**src/rtl/pool_pkg.sv**
```systemverilog
// Shared definitions for the 2x2 streaming pooling block.
//   POOL_MAX / POOL_AVG : values of the mode input
//   DEF_*               : default DATA_W, IMG_W and IMG_H parameters
//   cnt_w()             : counter width needed to count 0..n-1 (at least 1 bit)
package pool_pkg;

  localparam logic POOL_MAX = 1'b0;
  localparam logic POOL_AVG = 1'b1;

  localparam int DEF_DATA_W = 32;
  localparam int DEF_IMG_W  = 8;
  localparam int DEF_IMG_H  = 8;

  function automatic int cnt_w(input int n);
    return (n > 1) ? $clog2(n) : 1;
  endfunction

endpackage

```
**src/rtl/pool_pair_op.sv**
```systemverilog
// Combinational pairwise combine used for both the horizontal (pixel pair)
// and vertical (row pair) stages of the pooling window.
//   a, b : operands, zero-extended to DATA_W+2 bits by the caller
//   mode : POOL_MAX -> larger operand, POOL_AVG -> unsigned sum
//   y    : result, DATA_W+2 bits so a four-pixel sum never overflows
module pool_pair_op
  import pool_pkg::*;
#(
  parameter int DATA_W = DEF_DATA_W
) (
  input  logic [DATA_W+1:0] a,
  input  logic [DATA_W+1:0] b,
  input  logic              mode,
  output logic [DATA_W+1:0] y
);

  always_comb begin
    y = '0;
    if (mode == POOL_AVG) begin
      y = a + b;
    end else begin
      y = (a > b) ? a : b;
    end
  end

endmodule

```
**src/rtl/pool2x2_stream.sv**
```systemverilog
// Streaming 2x2 max/average pooling over raster-order frames.
//   Clock, Reset_n     : clock and asynchronous active-low reset
//   mode               : POOL_MAX / POOL_AVG, captured with pixel (0,0)
//   s_valid/s_ready/s_data : input pixel stream (valid/ready)
//   m_valid/m_ready/m_data : pooled result stream, registered
//   m_last             : flags the final result of each frame
// Even rows leave their horizontal pair results in a half-width line
// buffer; odd rows combine with it and emit one result per pixel pair.
module pool2x2_stream
  import pool_pkg::*;
#(
  parameter int DATA_W = DEF_DATA_W,
  parameter int IMG_W  = DEF_IMG_W,
  parameter int IMG_H  = DEF_IMG_H
) (
  input  logic              Clock,
  input  logic              Reset_n,
  input  logic              mode,
  input  logic              s_valid,
  output logic              s_ready,
  input  logic [DATA_W-1:0] s_data,
  output logic              m_valid,
  input  logic              m_ready,
  output logic [DATA_W-1:0] m_data,
  output logic              m_last
);

  localparam int CW = cnt_w(IMG_W);
  localparam int RW = cnt_w(IMG_H);
  localparam int BW = cnt_w(IMG_W / 2);

  logic [CW-1:0]     col_cnt;
  logic [RW-1:0]     row_cnt;
  logic [DATA_W-1:0] pair_reg;
  logic              mode_frm;
  logic [DATA_W:0]   line_buf [IMG_W/2];

  logic              accept;
  logic              col_end;
  logic              row_end;
  logic              produce;
  logic [BW-1:0]     half_col;
  logic [DATA_W+1:0] h_val;
  logic [DATA_W+1:0] v_val;
  logic [DATA_W-1:0] res_data;

  assign s_ready  = !m_valid || m_ready;
  assign accept   = s_valid && s_ready;
  assign col_end  = (col_cnt == CW'(IMG_W - 1));
  assign row_end  = (row_cnt == RW'(IMG_H - 1));
  assign produce  = accept && col_cnt[0] && row_cnt[0];
  assign half_col = BW'(col_cnt >> 1);

  pool_pair_op #(.DATA_W(DATA_W)) u_h_op (
    .a    ({2'b00, pair_reg}),
    .b    ({2'b00, s_data}),
    .mode (mode_frm),
    .y    (h_val)
  );

  pool_pair_op #(.DATA_W(DATA_W)) u_v_op (
    .a    ({1'b0, line_buf[half_col]}),
    .b    (h_val),
    .mode (mode_frm),
    .y    (v_val)
  );

  // Average divides the four-pixel sum by 4 with a plain shift (floor).
  always_comb begin
    res_data = v_val[DATA_W-1:0];
    if (mode_frm == POOL_AVG) begin
      res_data = v_val[DATA_W+1:2];
    end
  end

  always_ff @(posedge Clock or negedge Reset_n) begin
    if (!Reset_n) begin
      col_cnt  <= '0;
      row_cnt  <= '0;
      pair_reg <= '0;
      mode_frm <= POOL_MAX;
    end else if (accept) begin
      if (col_cnt == '0 && row_cnt == '0) begin
        mode_frm <= mode;
      end
      if (!col_cnt[0]) begin
        pair_reg <= s_data;
      end
      if (col_end) begin
        col_cnt <= '0;
        row_cnt <= row_end ? '0 : row_cnt + 1'b1;
      end else begin
        col_cnt <= col_cnt + 1'b1;
      end
    end
  end

  // Every entry is written on an even row before the odd row reads it,
  // so the buffer needs no reset.
  always_ff @(posedge Clock) begin
    if (accept && col_cnt[0] && !row_cnt[0]) begin
      line_buf[half_col] <= h_val[DATA_W:0];
    end
  end

  always_ff @(posedge Clock or negedge Reset_n) begin
    if (!Reset_n) begin
      m_valid <= 1'b0;
      m_data  <= '0;
      m_last  <= 1'b0;
    end else if (produce) begin
      m_valid <= 1'b1;
      m_data  <= res_data;
      m_last  <= col_end && row_end;
    end else if (m_ready) begin
      m_valid <= 1'b0;
      m_last  <= 1'b0;
    end
  end

endmodule

```
**config.mk**
```make
export PLATFORM = sky130hd
export DESIGN_NAME = pool2x2_stream
export DESIGN_NICKNAME = d
export VERILOG_FILES = /design/src/rtl/pool_pkg.sv /design/src/rtl/pool_pair_op.sv /design/src/rtl/pool2x2_stream.sv
export SDC_FILE = /design/constraint.sdc
export NUM_CORES = 1
export LEC_CHECK = 0
export ABC_AREA = 1
export CORE_UTILIZATION = 52
export CTS_CLUSTER_DIAMETER = 50
export DETAILED_ROUTE_END_ITERATION = 8
export GPL_TIMING_DRIVEN = 0
export HOLD_SLACK_MARGIN = 0.06
export PLACE_DENSITY = 0.8
export SETUP_SLACK_MARGIN = 0.3
export SYNTH_ARGS = -nofsm -noshare
export SYNTH_HDL_FRONTEND = slang
export SYNTH_SLANG_ARGS = --single-unit
```
**constraint.sdc**
```tcl
create_clock -name Clock -period 4.7 [get_ports Clock]
set_clock_uncertainty 0.1 [all_clocks]
set_input_delay 0.94 -clock Clock [delete_from_list [all_inputs] [get_ports Clock]]
set_output_delay 0.94 -clock Clock [all_outputs]
set_load 0.02 [all_outputs]
```
==> flow_summary.json <==
{
  "final_common_cell": "nand2_1",
  "synth_top_cells_by_area": "edfxtp_1 26%, dfrtp_1 12%, nand2_1 12%",
  "vias": 15322,
  "drtIter0Drc": 1298,
  "cts_tree": "yes",
  "grt_pass1_vias": 14958,
  "clkLatencyLatePin_ps": 570,
  "timing.final.max_slew_violations": 0,
  "nets": 2411,
  "worst-r2r-cell-count": 26,
  "yosysTopAreaCellShare": 0.259,
  "ff2ff_setup_slack_ps": 110,
  "port_buffers": 71,
  "synth_cells": 2017,
  "status": "complete, no violations",
  "layout_common_cells": "413 x nand2_1, 262 x inv_1, 134 x nand3_1",
  "crit_arrival_ps": 4990,
  "die_h_um": 173,
  "synth_ff_type": "edfxtp_1",
  "dp_hpwl_mm": 40.9,
  "largest_reg_flops": 132,
  "synth_edf_count": 132,
  "drive_gt1_frac": 0.263,
  "finalSetupViolCount": 0,
  "antenna_found_initial": 0,
  "rr_endpoint": "m_data[2]",
  "drv_cap": 0,
  "yosysSeqAreaShare": 0.379,
  "r2r_start": "pair_reg[21]",
  "initial_core_util": 0.531,
  "synth_area_um2": 15300,
  "final_area_um2": 20400,
  "drc": 0,
  "clockBufferDepth": 3,
  "critical_path_class": "primary input to flip-flop",
  "crit_required_ps": 5090,
  "relSlewSlack": 0.372,
  "htree_levels": 1,
  "routabilityCongestion": 1.03,
  "io_pins": 72,
  "hold_violations": 0,
  "rows": 62,
  "clk_transition_reported_paths_ps": 60,
  "core_um2": 28800,
  "ys_warn_count": 0,
  "die_width_um": 173,
  "clkSinkCount": 205,
  "drt-pass1-iter-count": 5,
  "drt-wirelength-per-cell_um": 21.3,
  "dieArea_um2": 30100,
  "grt_pass1_wl_mm": 83.2,
  "grt_setup_unrepaired": "yes",
  "synth_cell_types": 50,
  "final.period_utilization": 0.979,
  "viasPerCell": 5.80,
  "ys_seq_elements": 205,
  "async_reset_ff_frac": 0.356,
  "drtAntennaViolNets": 0,
  "area_growth_pct": 33.6,
  "grt_max_degree": 55,
  "hold_path.class": "primary input to asynchronous set/reset pin",
  "postPlaceCellArea_um2": 16600,
  "startpoint_type": "primary input",
  "cts_made_buffers": 28,
  "critPathMaxFanout": 5,
  "synth_top_area_cell": "edfxtp_1",
  "grt_use_total": 0.362,
  "grt_overflow": 0,
  "fmax_mhz": 217,
  "end_kind": "flip-flop",
  "finalCriticalPeriod_ps": 4600,
  "root_buffer": "clkbuf_16",
  "routed_wl_mm": 56.4,
  "syn_avg_cell_area_um2": 7.58,
  "tightestPinTransition_ps": 941,
  "synthesis.nets": 2191
}
area by class of cell:
cell class	count	area (µm²)
multi-input cells	1441	9840
fillers	2178	8360
flip-flops and latches	205	5790
repair buffers	190	1760
inverters	317	1210
clock buffers	30	708
well taps	384	480
plain buffers	54	365
clock inverters	21	250
diodes	1	2.50
cells in the mapped netlist (3+ instances only):
cell / number
edfxtp_1: 132
ha_1: 136
nor3_2: 6
clkbuf_1: 33
inv_1: 312
a21oi_1: 113
o21ai_1: 22
dfrtp_1: 73
o21bai_1: 19
nand3_1: 189
nand2_1: 470
nor2_1: 161
a22oi_1: 50
a31oi_1: 3
buf_6: 8
nor4_1: 3
nand3_2: 3
o21a_1: 4
nor3_1: 19
o21ai_0: 110
or2_2: 26
nand2_2: 5
nand4_1: 15
nand2_4: 3
buf_2: 7
nand3b_1: 19
xor2_1: 3
inv_2: 4
a221oi_1: 5
a21boi_0: 6
buf_1: 4
a21boi_1: 24
a21o_1: 8
worst max-delay path: stages:
cell       delay [ps]
buf_4             100
inv_2              60
ha_4              280
inv_2              60
nor3_4            130
nand4_1           170
nor2_4            220
nand4_4           170
bufbuf_16         320
nand3b_1           90
nand3_2           130
nand2_4           130
inv_1              90
ha_4              300
inv_1              80
nor3_2            230
buf_4             150
nand2_1            80
nor2_2            170
nand3_2           130
nand3_4           150
nand2_8            90
buf_12            160
buf_12            120
buf_16            120
nand3_1           120
nand2_1            70
a21boi_1          110
metal layers:
metal,up-vias,global-route usage,share of wire
li1,7137,-,-
met1,7318,0.467,0.40
met2,708,0.614,0.48
met3,159,0.0357,0.070
met4,0,0.167,0.049
met5,-,0,0
worst max-delay path by stage:
stage,slack [ps],end,start,depth (start not counted)
after CTS,240,m_data[10],s_data[26],29
after floorplan,310,line_buf[2][0],m_ready,6
after global routing,-0.7,m_data[2],s_data[20],28
final,100,m_data[2],s_data[20],28
after detailed placement,-1890,m_data[10],s_data[11],26
after global placement,-1780,m_data[10],s_data[11],26
cell families after synthesis:
family / synth area share
and+or+nand+nor: 0.266
muxes: 0.000737
xor gates and xnor gates: 0.00287
AOI/OAI and AO/OA: 0.142
buffers and inverters: 0.0961
DFF: 0.379
adders and majority gates: 0.113
per-stage QoR:
stage,instances,worst slack [ps],TNS [ps],util,hold WS (ps)
floorplan,2017,313,0,-,378
global placement,2472,-1780,-183710,0.572,367
detailed placement,2481,-1890,-50390,0.578,369
CTS,2602,238,0,0.677,187
global route,2642,-0.651,-0.651,0.709,210
finish,2643,101,0,0.709,182
what timing repair did:
| action | CTS | global route |
|---|---|---|
| endpoints found under the setup margin | 32 | 32 |
| gates resized for setup | 374 | 224 |
| hold buffers | 0 | 0 |
| cloned | 4 | 3 |
| pin swaps | 74 | 74 |
| buffers inserted | 66 | 37 |
Power is left out: the tool's default activity adds up to more than one toggle a clock period on the data nets, which glitch-free logic cannot reach.
